## config.mk

```make
export PLATFORM = sky130hd
export DESIGN_NAME = csa_mult_arbiter
export DESIGN_NICKNAME = d
export VERILOG_FILES = /design/src/rtl/csa_mult_arbiter.sv
export SDC_FILE = /design/constraint.sdc
export NUM_CORES = 1
export LEC_CHECK = 0
export ABC_CLOCK_PERIOD_IN_PS = 2650
export BUFFER_PORTS_ARGS = -buffer_cell sky130_fd_sc_hd__buf_2
export CORE_AREA = 2 2 124 126
export CTS_CLUSTER_DIAMETER = 200
export CTS_CLUSTER_SIZE = 30
export DETAILED_ROUTE_END_ITERATION = 10
export DIE_AREA = 0 0 126 128
export PLACE_DENSITY_LB_ADDON = 0.3
export SYNTH_ARGS = -nofsm -noshare
export SYNTH_HDL_FRONTEND = slang
export SYNTH_SLANG_ARGS = --single-unit
```

## constraint.sdc

```tcl
create_clock -name clk -period 2.65 [get_ports clk]
set_input_delay 0.53 -clock clk [delete_from_list [all_inputs] [get_ports clk]]
set_output_delay 0.53 -clock clk [all_outputs]
set_load 0.03 [all_outputs]
```

## src/rtl/csa_mult_arbiter.sv

```systemverilog
// Round-robin arbiter sharing one pipelined carry-save multiplier between two
// valid/ready requesters; a tag pipeline steers each product back to its owner.
module csa_mult_arbiter #(
    parameter int WIDTH = 26,
    parameter int LAT   = 1
) (
    input  logic               clk,
    input  logic               rstn,
    input  logic               req0_valid,
    output logic               req0_ready,
    input  logic [WIDTH-1:0]   req0_a,
    input  logic [WIDTH-1:0]   req0_b,
    input  logic               req1_valid,
    output logic               req1_ready,
    input  logic [WIDTH-1:0]   req1_a,
    input  logic [WIDTH-1:0]   req1_b,
    output logic [WIDTH-1:0]   mul_a,
    output logic [WIDTH-1:0]   mul_b,
    input  logic [2*WIDTH-1:0] mul_out,
    output logic               rsp0_valid,
    output logic [2*WIDTH-1:0] rsp0_data,
    output logic               rsp1_valid,
    output logic [2*WIDTH-1:0] rsp1_data,
    output logic               busy
);

    // One stage covers the operand register, LAT more cover the multiplier.
    localparam int DEPTH = LAT + 1;

    logic             prio;
    logic             grant0;
    logic             grant1;
    logic             retire;
    logic [DEPTH-1:0] tag_vld_p;
    logic [DEPTH-1:0] tag_id_p;

    // prio names the requester that wins when both are valid.
    always_comb begin
        grant0 = rstn && req0_valid && (!req1_valid || !prio);
        grant1 = rstn && req1_valid && (!req0_valid ||  prio);
    end

    assign req0_ready = grant0;
    assign req1_ready = grant1;

    // Issue stage: operands and ownership tag enter the pipeline together.
    always_ff @(posedge clk) begin
        if (!rstn) begin
            prio      <= 1'b0;
            tag_vld_p <= '0;
            tag_id_p  <= '0;
            mul_a     <= '0;
            mul_b     <= '0;
        end else begin
            if (grant0) begin
                mul_a <= req0_a;
                mul_b <= req0_b;
                prio  <= 1'b1;
            end else if (grant1) begin
                mul_a <= req1_a;
                mul_b <= req1_b;
                prio  <= 1'b0;
            end else begin
                mul_a <= '0;
                mul_b <= '0;
            end
            tag_vld_p <= {tag_vld_p[DEPTH-2:0], grant0 | grant1};
            tag_id_p  <= {tag_id_p[DEPTH-2:0], grant1};
        end
    end

    // Retire stage: the oldest tag selects which response carries mul_out.
    always_comb begin
        retire     = rstn && tag_vld_p[DEPTH-1];
        rsp0_valid = retire && !tag_id_p[DEPTH-1];
        rsp1_valid = retire &&  tag_id_p[DEPTH-1];
        rsp0_data  = rsp0_valid ? mul_out : '0;
        rsp1_data  = rsp1_valid ? mul_out : '0;
        busy       = rstn && (|tag_vld_p);
    end

endmodule

```

==> flow_summary.yaml, run 1 <==
yosys:
  synthesis.nets: 589
  synth_cell_types: 12
  synth_warnings: 0
  ys_seq_elements: 57
  synth_top_cell_by_area: "dfxtp_1"
  synthDominantCellAreaShare: 0.416
  syn-instance-count: 429
  syn_area_mm2: 0.00274
  synth_area_leaders: "dfxtp_1 (42%), nand2_1 (22%), nor2_1 (16%)"
  ys_seq_area_frac: 0.416
  postSynthAreaPerCell_um2: 6.39
sta:
  max_slew.worst_pin.slew_ps: 957
  finClkSkew_ps: 3.10
  report.final.setup_viol: 0
  slew_violations: 0
  final-hold-violation-count: 0
  hold-worst-slack_ps: 429
  period_share: 0.852
  rsz0062_at_grt: "false"
  setup_tns_ps: 0
  max_freq_mhz: 443
  slew-limit-headroom: 0.362
  period_minus_slack_ps: 2260
worst_hold_path:
  hold_start: "tag_id_p[0]"
  holdPathStages: 1
  min_path_type: "flip-flop to flip-flop"
  hold_end: "tag_id_p[1]"
worst_setup_path:
  slowest_delay_ps: 430
  cp-end-kind: "output port"
  crit_arrival_ps: 1730
  r2r_cells: 4
  critPathMaxFanout: 53
  r2r_end: "mul_b[12]"
  critPathKind: "flip-flop to output port"
  cp_data_required_time_ps: 2120
  cp_cell_sequence: "buf_4 -> nand2_1 -> nor2_1 -> buf_2"
  r2r_start: "prio"
  critPathTopFamily: "buffers and inverters"
  critPathBufInv: 2
  slowest_stage: "buf_4"
  start_kind: "flip-flop"
  reg2reg_slack_ps: 1280
global_routing:
  grt_pass1_wl_um: 18100
  grt_start_max_net_pins: 107
  antenna_found_initial: 0
  overflow: 0
  grt_use_total: 0.144
  grt_pass1_vias: 3378
power_and_ir_drop:
  power.density_mw_per_mm2: 573
  vdd_drop_max_uv: 315
  p_leak_nw: 2.65
placement:
  io_buffers: 320
  placed_area_mm2: 0.00445
  dp_hpwl_um: 9760
  gp_congestion: 0.841
cells_and_area:
  diodes: 0
  fin_area_mm2: 0.00476
  area_growth_pct: 73.6
  drive_above_1_share: 0.472
  fin_nets: 889
routing:
  drt-pass1-iter-count: 6
  wl_per_cell_um: 13.7
  antenna_left: 0
  drc: 0
  drt_wl_total_um: 12600
  routed_via_density: 4.25
  num_vias: 3911
  drtIter0Drc: 168
cts:
  postCtsHoldBufs: 0
  htree_levels: 3
  cts_tree: "yes"
  clk_latency_ps: 320
  clock_sinks: 57
  ctsResizeCount: 0
  clk_path_buf_depth: 2
  cts_made_buffers: 9
  cts_root_buf: "clkbuf_16"
  path_clk_slew_ps: 50
  post_cts_buffers: 0
floorplanning:
  start_util: 0.184
  dieArea_mm2: 0.0161
  rows: 45
  core_area_mm2: 0.0149
  die_w_um: 126
  pin_count: 321
  fp.dieH_um: 128
status:
  outcome: "finished, final reports clean"
flow_run:
  max_cap_viol_count: 0
-- how the worst max path moves through the flow --
stage | from | to | slack [ps] | cells past startpoint
5_1_grt | tag_vld_p[1] | rsp1_data[26] | 280 | 4
6_report | tag_vld_p[1] | rsp1_data[43] | 390 | 4
4_1_cts | tag_vld_p[1] | rsp1_data[26] | 360 | 4
3_5_place_dp | rstn | rsp1_data[22] | 590 | 5
2_1_floorplan | rstn | rsp0_data[10] | 670 | 5
3_3_place_gp | rstn | rsp1_data[22] | 580 | 5
-- routing by layer --
metal	track usage	routed length (um)	vias to the layer above	part of all wire
met5	0	0	-	0
li1	-	-	1961	-
met3	0.0522	1130	14	0.090
met2	0.263	6660	201	0.53
met4	0.0562	269	0	0.021
met1	0.151	4570	1735	0.36
-- cell usage after synthesis (all sizes together) --
master  count
nor2      114
dfxtp      57
and2        2
clkbuf      6
o21ai       2
nand2b      1
buf        33
nand2     159
inv         3
o22ai      52
-- area by class of cell --
cell class | count | area, um^2
Fill cell | 1659 | 10100
Sequential cell | 57 | 1140
Clock inverter | 6 | 83.8
Multi-Input combinational cell | 330 | 1400
Inverter | 3 | 11.3
Timing Repair Buffer | 328 | 1660
Tap cell | 188 | 235
Clock buffer | 9 | 225
-- registers in the layout, indices dropped and copies added (netlist names) --
register / cells
tag_vld_p: 2
mul_a: 26
mul_b: 26
prio: 1
tag_id_p: 2
-- cells in the final DEF, fill, tap and decap left out, types with 2 or more instances in the layout --
cell type	netlist	routed
and2_1	2	2
buf_2	29	319
buf_4	4	9
bufinv_16	0	2
clkbuf_16	0	9
clkinv_2	0	3
dfxtp_1	57	57
inv_1	3	3
nand2_1	159	158
nor2_1	114	114
o22ai_1	52	52
-- metrics by stage --
| step | total power, mW | setup slack (ps) | util | std cells |
|---|---|---|---|---|
| finish | 2.72 | 393 | 0.320 | 921 |
| global placement | 1.54 | 582 | 0.299 | 906 |
| floorplan | 1.30 | 674 | - | 429 |
| CTS | 2.78 | 362 | 0.320 | 921 |
| detailed placement | 1.54 | 586 | 0.299 | 906 |
| global route | 2.86 | 281 | 0.320 | 921 |
-- power by group --
group | switching (mW) | internal, mW | total, mW
combinational | 0.379 | 0.202 | 0.581
clock | 0.399 | 0.813 | 1.21
sequential | 0.0145 | 0.917 | 0.932
total | 0.792 | 1.93 | 2.72
-- logic make-up (layout without fill, tap and decap cells) --
family,Yosys count,count (layout),synth area share
buf+inv,42,346,0.0763
flops,57,57,0.416
compound gates,54,54,0.126
simple gates,276,276,0.381
Power figures use the tool's default switching activity.
==> run 2: changes to the inputs <==
Settings changed: REMOVE_ABC_BUFFERS set to 1.
==> flow_summary.yaml, run 2 (same netlist as run 1, synthesis figures left out) <==
placement:
  placed_cells: 910
  io_buffers: 320
  placed_area_mm2: 0.00449
  dp_hpwl_um: 9590
  gp_congestion: 0.910
global_routing:
  grt_use_total: 0.139
  antenna_found_initial: 0
  grt_start_max_net_pins: 87
  grt_pass1_vias: 3468
  grt_pass1_wl_um: 17800
  overflow: 0
cells_and_area:
  final_util: 0.326
  regArea_mm2: 0.00114
  area_growth_pct: 76.9
  fin_nets: 893
  layout.cells.most_common: "buf_2"
  multi_input_area_mm2: 0.00140
  layout_common_cells: "buf_2 (319), nand2_1 (157), nor2_1 (114)"
  fin_area_mm2: 0.00485
  reg.largest.list: "mul_a x26, mul_b x26"
  diodes: 0
  fillCellCount: 1657
  final_cells: 926
  drive_above_1_share: 0.477
worst_setup_path:
  start_kind: "flip-flop"
  cp-end-kind: "output port"
  slowest_delay_ps: 740
  cp_cell_sequence: "nand2_1 -> nor2_1 -> buf_2"
  slowest_stage: "dfxtp_2"
  crit_arrival_ps: 1740
  cp_data_required_time_ps: 2120
  critPathMaxFanout: 38
  critPathKind: "flip-flop to output port"
sta:
  period_minus_slack_ps: 2270
  max_slew.worst_pin.slew_ps: 776
  rsz0062_at_grt: "false"
  slew-limit-headroom: 0.482
  report.final.setup_viol: 0
  finClkSkew_ps: 4.70
  max_freq_mhz: 441
  setup_tns_ps: 0
  final-hold-violation-count: 0
  slew_violations: 0
  period_share: 0.856
routing:
  wl_per_cell_um: 13.2
  routed_via_density: 4.19
  drc: 0
  num_vias: 3878
  drt-pass1-iter-count: 4
  antenna_left: 0
  drtIter0Drc: 131
  drt_wl_total_um: 12200
cts:
  cts_tree: "yes"
  clk_path_buf_depth: 2
  cts_made_buffers: 9
  cts_root_buf: "clkbuf_16"
  clk_latency_ps: 320
  htree_levels: 3
  ctsResizeCount: 0
  clock_sinks: 57
  post_cts_buffers: 0
  path_clk_slew_ps: 50
  postCtsHoldBufs: 0
floorplanning:
  start_util: 0.184
  die_w_um: 126
  fp.dieH_um: 128
  rows: 45
  dieArea_mm2: 0.0161
  core_area_mm2: 0.0149
  pin_count: 321
power_and_ir_drop:
  switchingPower_uw: 785
  power_frac_comb: 0.201
  p_sw_frac: 0.272
  vdd_drop_max_uv: 294
  power.density_mw_per_mm2: 594
  internal_power_mw: 2.10
  p_leak_nw: 2.70
  p_clk_frac: 0.473
  p_seq_frac: 0.326
flow_run:
  max_cap_viol_count: 0
status:
  outcome: "finished, final reports clean"
worst_hold_path:
  min_path_type: "flip-flop to flip-flop"
[run 2: power by group through the flow]
stage               logic (mW)  clock network, mW  registers [mW]
global route             0.628               1.43           0.945
CTS                      0.585               1.40           0.939
finish                   0.579               1.36           0.939
detailed placement       0.584                  0           0.956
global placement         0.585                  0           0.955
floorplan                0.190                  0            1.07
[run 2: layout make-up]
type,instances,share of cell area
clock inverter,4,0.0204
timing repair buffer,332,0.352
multi-input combinational,330,0.288
inverter,3,0.00232
clock buffer,12,0.0529
tap,188,0.0485
sequential,57,0.236
[run 2: critical path, delay by kind of cell (launching register included)]
kind / cells / cell delay [ps]
flops: 1 / 740
simple gates: 2 / 420
buf+inv: 1 / 250
[run 2: per-stage QoR]
stage | power (mW) | setup WS, ps | hold slack, ps
CTS | 2.93 | 311 | 444
detailed placement | 1.54 | 496 | 427
finish | 2.88 | 383 | 439
global route | 3.01 | 228 | 452
floorplan | 1.26 | 185 | 412
global placement | 1.54 | 509 | 434
[run 2: path summary, 6_finish.rpt]
check | from | end | slack (ps) | cells past startpoint
setup / recovery | tag_vld_p[1] | rsp1_data[39] | 380 | 3
hold / removal | tag_id_p[0] | tag_id_p[1] | 440 | 1
setup reg to reg | prio | mul_b[12] | 1280 | 4
hold reg to reg | tag_id_p[0] | tag_id_p[1] | 440 | 1
[run 2: per-layer routing]
metal  vias up  part of all wire  track usage
met5         -                 0            0
met4         0             0.014       0.0420
met3        13              0.11       0.0563
met2       211              0.49        0.244
met1      1684              0.39        0.153
li1       1970                 -            -
==> run 3: changes to the inputs <==
Settings changed: ABC_AREA set to 1, CORE_AREA 2 2 124 126 to 2 2 125 127, DIE_AREA 0 0 126 128 to 0 0 127 129.
==> flow_summary.yaml, run 3 <==
cts:
  htree_levels: 3
  clock_sinks: 57
  path_clk_slew_ps: 50
  clk_path_buf_depth: 2
  ctsResizeCount: 0
  clk_latency_ps: 320
  post_cts_buffers: 0
  cts_root_buf: "clkbuf_16"
  postCtsHoldBufs: 0
  cts_tree: "yes"
  cts_made_buffers: 9
worst_setup_path:
  critPathMaxFanout: 53
  startpoint: "rstn"
  crit_arrival_ps: 1470
  reg2reg_slack_ps: 1170
  cp_data_required_time_ps: 2120
  crit_cells: 5
  cp_common_cell: "buf_2"
  r2r_end: "mul_b[21]"
  critPathCapture: "rsp1_data[2]"
  critPathBufInv: 3
  slowest_delay_ps: 240
  cp-end-kind: "output port"
  critPathKind: "primary input to output port"
  start_kind: "primary input"
  r2r_cells: 5
  r2r_start: "prio"
  slowest_stage: "buf_2"
  critPathTopFamily: "buffers and inverters"
  cp_cell_sequence: "buf_2 -> nand3_2 -> buf_12 -> nor2_1 -> buf_2"
cells_and_area:
  area_growth_pct: 75.0
  layout.cells.most_common: "buf_2"
  drive_above_1_share: 0.475
  diodes: 0
  fin_nets: 889
  reg.largest.list: "mul_a x26, mul_b x26"
  layout_common_cells: "buf_2 (320), nor2_1 (106), nand3_1 (104)"
floorplanning:
  rows: 45
  die_w_um: 127
  dieArea_mm2: 0.0164
  core_area_mm2: 0.0150
  pin_count: 321
  fp.dieH_um: 129
  start_util: 0.184
global_routing:
  grt_pass1_vias: 3442
  grt_pass1_wl_um: 18100
  overflow: 0
  antenna_found_initial: 0
  grt_use_total: 0.145
  grt_start_max_net_pins: 54
power_and_ir_drop:
  p_seq_frac: 0.329
  power.density_mw_per_mm2: 587
  power_frac_comb: 0.198
  fin_total_pwr_mw: 2.84
  switchingPower_uw: 790
  p_clk_frac: 0.474
  p_leak_nw: 3.20
  internal_power_mw: 2.05
  p_sw_frac: 0.278
  vdd_drop_max_uv: 307
yosys:
  synth_top_cell_by_area: "dfxtp_1"
  synth_edf_count: 0
  syn-instance-count: 424
  synth_warnings: 0
  synthTopCellsByCount: "nor2_1 (106), nand3_1 (104), nand2_1 (59), dfxtp_1 (57), inv_1 (56)"
  synth-main-ff-cell: "dfxtp_1"
  synthDominantCellAreaShare: 0.413
  yosysMostFrequentCell: "nor2_1"
  ys_seq_area_frac: 0.413
  synth_area_leaders: "dfxtp_1 (41%), nand3_1 (19%), nor2_1 (14%)"
  syn_area_mm2: 0.00276
  ys_seq_elements: 57
  synth_cell_types: 14
  async_reset_ff_frac: 0
  postSynthAreaPerCell_um2: 6.51
routing:
  drc: 0
  drt_wl_total_um: 12500
  drt-pass1-iter-count: 5
  drtIter0Drc: 136
  num_vias: 3800
  antenna_left: 0
  wl_per_cell_um: 13.5
  routed_via_density: 4.12
sta:
  report.final.setup_viol: 0
  period_share: 0.753
  setup_tns_ps: 0
  slew_violations: 0
  rsz0062_at_grt: "false"
  period_minus_slack_ps: 2000
  max_freq_mhz: 501
  max_slew.worst_pin.slew_ps: 545
  final-hold-violation-count: 0
  slew-limit-headroom: 0.637
  finClkSkew_ps: 2.97
placement:
  io_buffers: 320
  dp_hpwl_um: 9880
  gp_congestion: 0.791
worst_hold_path:
  min_path_type: "flip-flop to flip-flop"
  hold_start: "tag_id_p[0]"
flow_run:
  max_cap_viol_count: 0
status:
  outcome: "finished, final reports clean"
[run 3: kinds of logic after synthesis]
family	share of synthesized area
and+or+nand+nor	0.427
buffers and inverters	0.154
DFF	0.413
AOI/OAI and AO/OA	0.00544
[run 3: worst min path at each step]
stage | end | slack [ps] | cells after the start
after floorplan | tag_id_p[1] | 390 | 2
after global placement | tag_id_p[1] | 410 | 2
after detailed placement | tag_id_p[1] | 420 | 2
after CTS | mul_a[22] | 410 | 3
after global routing | mul_a[6] | 410 | 3
final | tag_id_p[1] | 420 | 2
[run 3: cell type report]
| cell class | count | area [um^2] |
|---|---|---|
| fill | 1691 | 10100 |
| timing repair buffer | 325 | 1690 |
| multi-input combinational | 277 | 1200 |
| sequential | 57 | 1140 |
| clock buffer | 11 | 243 |
| tap | 188 | 235 |
| inverter | 59 | 224 |
| clock inverter | 5 | 103 |
[run 3: routing by layer]
metal  wire [um]  vias to the layer above  track usage  part of all wire
met4         165                        0       0.0485             0.013
met2        6230                      221        0.256              0.50
li1            -                     1907            -                 -
met1        4770                     1663        0.158              0.38
met5           0                        -            0                 0
met3        1330                        9       0.0574              0.11
[run 3: metrics by stage]
stage | utilization | hold WS, ps | cell area, um^2 | setup WS [ps] | instances
after floorplan | - | 390 | 2560 | 426 | 393
after global placement | 0.300 | 413 | 4490 | 659 | 906
after detailed placement | 0.300 | 423 | 4490 | 627 | 906
after CTS | 0.323 | 405 | 4830 | 625 | 922
after global routing | 0.323 | 414 | 4830 | 591 | 922
final | 0.323 | 422 | 4830 | 654 | 922
[run 3: power by group through the flow]
| stage | clock (mW) | combinational, mW | sequential [mW] |
|---|---|---|---|
| floorplan | 0 | 0.189 | 1.06 |
| global placement | 0 | 0.570 | 0.949 |
| detailed placement | 0 | 0.569 | 0.950 |
| CTS | 1.38 | 0.570 | 0.933 |
| global route | 1.44 | 0.612 | 0.938 |
| finish | 1.34 | 0.561 | 0.933 |
[run 3: worst register-to-register path: stages (launching register included)]
cell,delay (ps)
dfxtp_1,390
inv_2,70
nand2_2,270
buf_4,450
nand3_1,160
nand2_1,90
